`config.mk`:
```
export PLATFORM = sky130hd
export DESIGN_NAME = flow_window_ctrl
export DESIGN_NICKNAME = d
export VERILOG_FILES = /design/src/rtl/flow_pkg.sv /design/src/rtl/flow_xy_counter.sv /design/src/rtl/flow_window_ctrl.sv
export SDC_FILE = /design/constraint.sdc
export NUM_CORES = 1
export LEC_CHECK = 0
export ABC_AREA = 0
export CAP_MARGIN = 20
export CORE_MARGIN = 5
export CORE_UTILIZATION = 30
export DETAILED_ROUTE_END_ITERATION = 7
export PLACE_DENSITY = 0.46
export SKIP_CTS_REPAIR_TIMING = 1
export SLEW_MARGIN = 10
export SYNTH_ARGS = -nofsm -noshare
export SYNTH_HDL_FRONTEND = slang
export SYNTH_SLANG_ARGS = --single-unit
```
`constraint.sdc`:
```
create_clock -name clk -period 5.2 [get_ports clk]
set_clock_uncertainty 0.15 [all_clocks]
set_input_delay 0.52 -clock clk [delete_from_list [all_inputs] [get_ports clk]]
set_output_delay 0.52 -clock clk [all_outputs]
set_load 0.02 [all_outputs]
```
`src/rtl/flow_pkg.sv`:
```
// rtl/flow_pkg.sv - shared types, default geometry and width helper for the flow window controller
package flow_pkg;

    typedef enum logic {
        IDLE   = 1'b0,
        ACTIVE = 1'b1
    } state_t;

    localparam int DEF_IMG_W = 320;
    localparam int DEF_IMG_H = 240;
    localparam int DEF_WIN   = 3;

    // Bits needed to hold a coordinate 0..n-1, never less than one bit.
    function automatic int coord_w(input int n);
        return (n > 2) ? $clog2(n) : 1;
    endfunction

endpackage

```
`src/rtl/flow_xy_counter.sv`:
```
// rtl/flow_xy_counter.sv - raster x/y position counter with wrap, restart and last-pixel flag
// Ports: clk, reset (async, active-high); inc advances one pixel; clear restarts at (0,0)
//        and, together with inc, counts the restarted pixel as (0,0); x/y current position;
//        last high while the position is (W-1, H-1).
module flow_xy_counter
    import flow_pkg::*;
#(
    parameter int W = DEF_IMG_W,
    parameter int H = DEF_IMG_H
) (
    input  logic                   clk,
    input  logic                   reset,
    input  logic                   inc,
    input  logic                   clear,
    output logic [coord_w(W)-1:0]  x,
    output logic [coord_w(H)-1:0]  y,
    output logic                   last
);

    localparam int XW = coord_w(W);
    localparam int YW = coord_w(H);

    logic [XW-1:0] x_q, x_d, base_x;
    logic [YW-1:0] y_q, y_d, base_y;

    always_comb begin
        base_x = clear ? '0 : x_q;
        base_y = clear ? '0 : y_q;
        x_d    = base_x;
        y_d    = base_y;
        if (inc) begin
            if (base_x == XW'(W - 1)) begin
                x_d = '0;
                y_d = (base_y == YW'(H - 1)) ? '0 : base_y + YW'(1);
            end else begin
                x_d = base_x + XW'(1);
            end
        end
    end

    always_ff @(posedge clk or posedge reset) begin
        if (reset) begin
            x_q <= '0;
            y_q <= '0;
        end else begin
            x_q <= x_d;
            y_q <= y_d;
        end
    end

    assign x    = x_q;
    assign y    = y_q;
    assign last = (x_q == XW'(W - 1)) && (y_q == YW'(H - 1));

endmodule

```
`src/rtl/flow_window_ctrl.sv`:
```
// rtl/flow_window_ctrl.sv - pixel-stream sequencer driving the line-buffer shift enable and window-valid flag
// Ports: clk, reset (async, active-high); pix_valid/pix_sof/pix_ready input pixel handshake;
//        shift_en flop-chain enable; win_valid/win_x/win_y window present and its centre;
//        out_ready compute-stage acceptance; frame_done one-cycle end-of-frame pulse;
//        busy while a frame is in progress.
// Optional macro FLOW_WIN_ERR_EN adds err_sticky (premature SOF or orphan pixel seen).
module flow_window_ctrl
    import flow_pkg::*;
#(
    parameter int IMG_W = DEF_IMG_W,
    parameter int IMG_H = DEF_IMG_H,
    parameter int WIN   = DEF_WIN
) (
    input  logic                      clk,
    input  logic                      reset,
    input  logic                      pix_valid,
    input  logic                      pix_sof,
    output logic                      pix_ready,
    output logic                      shift_en,
    output logic                      win_valid,
    output logic [coord_w(IMG_W)-1:0] win_x,
    output logic [coord_w(IMG_H)-1:0] win_y,
    input  logic                      out_ready,
    output logic                      frame_done,
`ifdef FLOW_WIN_ERR_EN
    output logic                      err_sticky,
`endif
    output logic                      busy
);

    localparam int XW   = coord_w(IMG_W);
    localparam int YW   = coord_w(IMG_H);
    localparam int EDGE = WIN - 1;
    localparam int HALF = (WIN - 1) / 2;

    state_t        state_q, state_d;
    logic          win_valid_q, win_valid_d;
    logic [XW-1:0] win_x_q, win_x_d, cnt_x, px;
    logic [YW-1:0] win_y_q, win_y_d, cnt_y, py;
    logic          frame_done_q, frame_done_d;
    logic          stall, accept, start, take, win_set, cnt_last;

    flow_xy_counter #(.W(IMG_W), .H(IMG_H)) u_xy (
        .clk   (clk),
        .reset (reset),
        .inc   (take),
        .clear (start),
        .x     (cnt_x),
        .y     (cnt_y),
        .last  (cnt_last)
    );

    always_comb begin
        stall     = win_valid_q & ~out_ready;
        // Backpressure only matters mid-frame; IDLE always drains the input.
        pix_ready = (state_q == IDLE) ? 1'b1 : ~stall;
        accept    = pix_valid & pix_ready;
        // SOF starts a frame from either state; a mid-frame SOF truncates the current one.
        start     = accept & pix_sof;
        take      = accept & (pix_sof | (state_q == ACTIVE));
        px        = start ? '0 : cnt_x;
        py        = start ? '0 : cnt_y;
        win_set   = take && (px >= XW'(EDGE)) && (py >= YW'(EDGE));

        state_d = state_q;
        if (start) begin
            state_d = ACTIVE;
        end else if (take && cnt_last) begin
            state_d = IDLE;
        end

        frame_done_d = take & ~pix_sof & cnt_last;
        win_valid_d  = win_set | (win_valid_q & ~out_ready);
        win_x_d      = win_set ? px - XW'(HALF) : win_x_q;
        win_y_d      = win_set ? py - YW'(HALF) : win_y_q;
    end

    always_ff @(posedge clk or posedge reset) begin
        if (reset) begin
            state_q      <= IDLE;
            win_valid_q  <= 1'b0;
            win_x_q      <= '0;
            win_y_q      <= '0;
            frame_done_q <= 1'b0;
        end else begin
            state_q      <= state_d;
            win_valid_q  <= win_valid_d;
            win_x_q      <= win_x_d;
            win_y_q      <= win_y_d;
            frame_done_q <= frame_done_d;
        end
    end

`ifdef FLOW_WIN_ERR_EN
    logic err_q, err_d;

    always_comb begin
        err_d = err_q
              | (accept &  pix_sof & (state_q == ACTIVE))
              | (accept & ~pix_sof & (state_q == IDLE));
    end

    always_ff @(posedge clk or posedge reset) begin
        if (reset) begin
            err_q <= 1'b0;
        end else begin
            err_q <= err_d;
        end
    end

    assign err_sticky = err_q;
`endif

    assign shift_en   = take;
    assign win_valid  = win_valid_q;
    assign win_x      = win_x_q;
    assign win_y      = win_y_q;
    assign frame_done = frame_done_q;
    assign busy       = (state_q != IDLE);

endmodule

```
==> metrics.txt, run 1 <==
synth warn=0; largest net degree at the start of global routing=38; number of DRC markers in iteration 0=68; CP delay by family, top=simple AND/OR/NAND/NOR gates; gr ovfl total=0; worst-path cell with the longest stage delay=nand4_1; Synth top area share=41.8%; Yosys top cell by area=dfrtp_1; crit path launch type=input pin; routability cong.=0.773; initial antenna violation count=0; slowest stage delay, CP=0.73 ns; Setup crit start=pix_sof; Max-slew headroom=38.0%; row cnt=31; port buffer count=26; worst-margin pin slew=0.927 ns; cell breakdown of the critical path=clkdlybuf4s50_1, and2_1, nand2_1, nand2_1, inv_1, ha_1, nor3_1, nand4_1, nand4_1, buf_4, nand2_1, o21ai_0; CP max FO=19; crit share post-route=70.9%; critical path class=input pin to flip-flop; most common cell after layout, fill and taps aside=dfrtp_1; DRC Markers=0; crit end category=flip-flop; CTS tree=yes; Die Ht=95.9 um; PD cells=313 nW/um2; io pins=27; DRT Pass-1 Iters=4; reg-to-reg startpoint=busy$_DFFE_PP0P_; Worst EP arrival=3.67 ns; hold_sp=win_x[8]$_DFFE_PP0P_; Final Hold Fails=0; Syn Area/Cell=8.65 um2; Worst-path clk slew=0.07 ns; Comb pwr share=30.6%; Hold/Removal Path Class=flip-flop to flip-flop; Yosys reg bits=37; EDFF count, synth=0; Data required, critical path=5.18 ns; share of power burned in registers=44.5%; Synth area leaders=dfrtp_1 (42%), nand2_1 (6.1%), xor2_1 (4.4%), o21ai_0 (4.1%), nor2_1 (4.1%); FILL cells=784; clock period minus worst slack=3.69 ns; commonest non-fill, non-tap cells in the layout=dfrtp_1 (37), nand2_1 (36), clkdlybuf4s50_1 (26), nor2_1 (24), o21ai_0 (18); prevailing post-synth register cell=dfrtp_1; Reg area=926 um2; VDD IR max=0.0000965 V; GRT Util Overall=13.2%; antenna-violating nets left=0; TNS Setup=0 ns; unrepaired setup endpoints after global routing=no; cell mode on critical path=nand2_1; final wirelength=5.39 mm; first-pass GRT wire length=9.36 mm; Mapped Area=2210 um2; Longest Clk Path Bufs=2; Nets=285; multi-input logic area=1170 um2; Async S/R FF share, synth=100%; dpl hpwl=3.95 mm; DR WL/cell=14.4 um; H-Tree Depth=2; post-synthesis sequential area ratio=41.8%; Mapped Cells=256; vias post-DR=1,845; WP buf/inv=3; Sw Ratio=32.2%; Yosys cell types=44; ANT cells=0; post-DR vias/cell=4.95; Psw=0.264 mW; syn_nets=267; Die Wd=95.9 um; clock share of power=24.9%; Final Cell Area=2620 um2; Clock Sinks=37; CTS buffer count=5; Clock Latency Late Sink=0.28 ns; Initial Utilization=30.7%; DP Worst Slack=1.13 ns; CORE AREA=7210 um2; Die ar.=9200 um2; Cell Int Power=0.556 mW; outcome=finished, final reports clean; Leak=1.18 nW; Max Cap Viol=0; Synth-to-Final Area Change=18.3%; Final Setup Violations=0; layout cells sized above 1=7.66%; vias in the first global route=1,838; Max Clock Freq=271 MHz; Clock Tree Root=clkbuf_8; final worst slack=1.51 ns; Placed Area=2530 um2; Slew Viols, Final=0
[metal layers]
layer,track usage (%),share of wire [%]
met2,20.2,45
met4,3.67,1.2
met3,3.05,3.6
met5,0,0
met1,18.6,50
[synth_stat cells, types with 2 or more instances]
master / count
and2_1: 3
nor2_1: 24
nor4_1: 5
o21ai_0: 18
nand4_1: 6
mux2_2: 2
a21oi_1: 10
a21o_1: 6
nand3b_1: 3
buf_4: 2
xor2_1: 11
xnor2_1: 5
nor2b_1: 2
inv_1: 7
or3_4: 2
nand2b_1: 3
nor3_1: 8
nand2_1: 36
a211oi_1: 4
ha_1: 6
mux2i_1: 2
and3_1: 2
dfrtp_1: 37
a31oi_1: 7
a21oi_2: 2
nand3_1: 11
o31ai_1: 2
or3_1: 2
buf_1: 2
buf_2: 6
clkbuf_1: 7
[power by group through the flow]
stage	clock, mW	sequential, mW	combinational [mW]
floorplan	0	0.409	0.105
global placement	0	0.370	0.255
detailed placement	0	0.372	0.256
CTS	0.213	0.366	0.256
global route	0.226	0.373	0.276
finish	0.204	0.365	0.250
[cell families after synthesis]
group	share of synthesized area [%]
multiplexers	1.92
adder cells (fa/ha/maj)	3.39
XOR/XNOR	6.33
buffers and inverters	5.48
flip-flops	41.8
AND/OR/NAND/NOR	26.2
AO/OA/AOI/OAI	14.9
[layout make-up]
type / instances / area share (%)
flip-flops and latches: 37 / 35.3
multi-input cells: 193 / 44.6
repair buffers: 30 / 11.1
clock buffers: 7 / 3.30
well taps: 99 / 4.73
inverters: 7 / 1.00
[metrics by stage]
stage / hold slack [ns] / util (%) / std cells / power [mW]
floorplan: 0.428 / - / 256 / 0.514
global placement: 0.312 / 35.1 / 366 / 0.626
detailed placement: 0.316 / 35.1 / 366 / 0.627
CTS: 0.333 / 36.3 / 373 / 0.834
global route: 0.351 / 36.3 / 373 / 0.874
finish: 0.325 / 36.3 / 373 / 0.819
[registers in the layout (all words and copies together) (netlist names)]
name	count
frame_done	1
busy	1
win_y	8
win_x	9
win_valid	1
u_xy.y	8
u_xy.x	9
[final timing paths]
check / to / slack, ns / cells past startpoint
worst max-delay path: win_y[2]$_DFFE_PP0P_ / 1.51 / 12
worst min-delay path: win_x[8]$_DFFE_PP0P_ / 0.32 / 1
worst max register to register: win_y[2]$_DFFE_PP0P_ / 1.82 / 11
worst min register to register: win_x[8]$_DFFE_PP0P_ / 0.32 / 1
max in group asynchronous: u_xy.x[0]$_DFF_PP0_ / 4.07 / 3
min in group asynchronous: win_x[2]$_DFFE_PP0P_ / 0.50 / 3
(Power assumes the default switching activity.)
==> inputs of run 2 (changes only) <==
clock period = 3.8 ns   (was 5.2 ns; I/O delays follow)
==> run 2 against run 1 <==
  * Final area up 1.7%
  * Non-clock buffer count up 4
  * Clock power up 34%
  * Power up 37%
  * Core utilization up 0.61 points
  * Sequential share of layout area down 0.58 points
  * Worst hold slack worse by 0.053 ns
  * Cell count up 1.3%
==> metrics.txt, run 2 (same netlist as run 1, synthesis figures left out) <==
DP Worst Slack=0.276 ns; routability cong.=0.824; largest net degree at the start of global routing=28; crit share post-route=82.9%; Leak=1.21 nW; crit end category=flip-flop; Final Setup Violations=0; Post-Layout Cell Count=378; GRT Util Overall=13.9%; PD cells=421 nW/um2; DRT Pass-1 Iters=4; TNS Setup=0 ns; Placed Area=2560 um2; final wirelength=5.81 mm; ANT cells=0; VDD IR max=0.000151 V; WP buf/inv=3; Longest Clk Path Bufs=2; vias post-DR=1,915; most common cell after layout, fill and taps aside=dfrtp_1; CP max FO=9; Max Clock Freq=318 MHz; port buffer count=26; Placed Cells incl. Taps=369; Final Hold Fails=0; CTS tree=yes; Clock Tree Root=clkbuf_8; crit path launch type=input pin; Die Ht=95.9 um; Slew Viols, Final=0; Synth-to-Final Area Change=20.3%; first-pass GRT wire length=9.71 mm; CP delay by family, top=simple AND/OR/NAND/NOR gates; DR WL/cell=15.4 um; layout cells sized above 1=8.60%; Clock Latency Late Sink=0.29 ns; Data required, critical path=3.84 ns; Hold Slack=0.272 ns; commonest non-fill, non-tap cells in the layout=dfrtp_1 (37), nand2_1 (36), clkdlybuf4s50_1 (26), nor2_1 (24), o21ai_0 (18); Die ar.=9200 um2; dpl hpwl=4.21 mm; CORE AREA=7210 um2; final worst slack=0.651 ns; cell mode on critical path=nand2_1; slowest stage delay, CP=0.43 ns; Initial Utilization=30.7%; critical path class=input pin to flip-flop; Hold/Removal Path Class=input pin to asynchronous set/reset pin; FILL cells=781; Max-slew headroom=48.2%; Max Cap Viol=0; outcome=finished, final reports clean; gr ovfl total=0; Worst-path clk slew=0.07 ns; row cnt=31; unrepaired setup endpoints after global routing=no; Worst EP arrival=3.19 ns; number of DRC markers in iteration 0=124; worst-path cell with the longest stage delay=clkdlybuf4s50_1; CTS buffer count=5; Final Cell Area=2660 um2; initial antenna violation count=0; Die Wd=95.9 um; vias in the first global route=1,832; H-Tree Depth=2; clock period minus worst slack=3.15 ns; Clock Sinks=37; cell breakdown of the critical path=clkdlybuf4s50_1, nand3b_1, nand2_1, nand2_1, inv_1, ha_1, and2_1, nand3_1, nor3_4, buf_4, nor2_1, nor4_1; DRC Markers=0; io pins=27; post-DR vias/cell=5.07; Nets=289; worst-margin pin slew=0.777 ns; antenna-violating nets left=0
==> run 2: changes by cell type in the layout (fill, tap and decap cells not counted) <==
| cell | previous run | this run |
|---|---|---|
| buf_4 | 4 | 7 |
| clkbuf_8 | 6 | 5 |
| clkbuf_1 | 1 | 3 |
| buf_16 | 0 | 1 |
==> run 2: cell type report <==
| cell class | count | area [um2] | area share, % |
|---|---|---|---|
| multi-input combinational | 193 | 1170 | 43.8 |
| sequential | 37 | 926 | 34.8 |
| timing repair buffer | 34 | 340 | 12.8 |
| tap | 99 | 124 | 4.65 |
| clock buffer | 8 | 80.1 | 3.01 |
| inverter | 7 | 26.3 | 0.986 |
==> run 2: final timing paths <==
kind	from	to	slack (ns)	cells past startpoint
max	out_ready	u_xy.y[3]$_DFF_PP0_	0.65	12
max in group asynchronous	reset	u_xy.x[8]$_DFF_PP0_	2.64	3
min	reset	win_x[3]$_DFFE_PP0P_	0.27	2
min in group clk	win_x[4]$_DFFE_PP0P_	win_x[4]$_DFFE_PP0P_	0.33	2
max reg2reg	busy$_DFFE_PP0P_	u_xy.y[3]$_DFF_PP0_	0.69	11
min reg2reg	win_x[4]$_DFFE_PP0P_	win_x[4]$_DFFE_PP0P_	0.33	2
==> run 2: metal layers <==
layer / track usage (%) / part of all wire, %
met2: 20.0 / 43
met1: 20.1 / 51
met5: 0 / 0
met4: 5.57 / 1.3
met3: 2.74 / 4.9
==> run 2: power breakdown <==
part / switching, mW / internal (mW)
logic: 0.182 / 0.167
clock network: 0.142 / 0.131
registers: 0.0458 / 0.454
==> run 2: stage by stage <==
| step | util (%) | total power [mW] |
|---|---|---|
| 2_1_floorplan | - | 0.704 |
| 3_3_place_gp | 35.4 | 0.860 |
| 3_5_place_dp | 35.4 | 0.861 |
| 4_1_cts | 36.5 | 1.14 |
| 5_1_grt | 36.9 | 1.19 |
| 6_report | 36.9 | 1.12 |
==> run 2: worst reg2reg max path, cell delays in order, from the launching register on <==
cell and delay [ns]:
dfrtp_1 0.51, nand3b_1 0.25, nand2_1 0.31, nand2_1 0.18
inv_1 0.12, ha_1 0.18, and2_1 0.17, nand3_1 0.23
nor3_4 0.41, buf_4 0.23, nor2_1 0.04, nor4_1 0.22
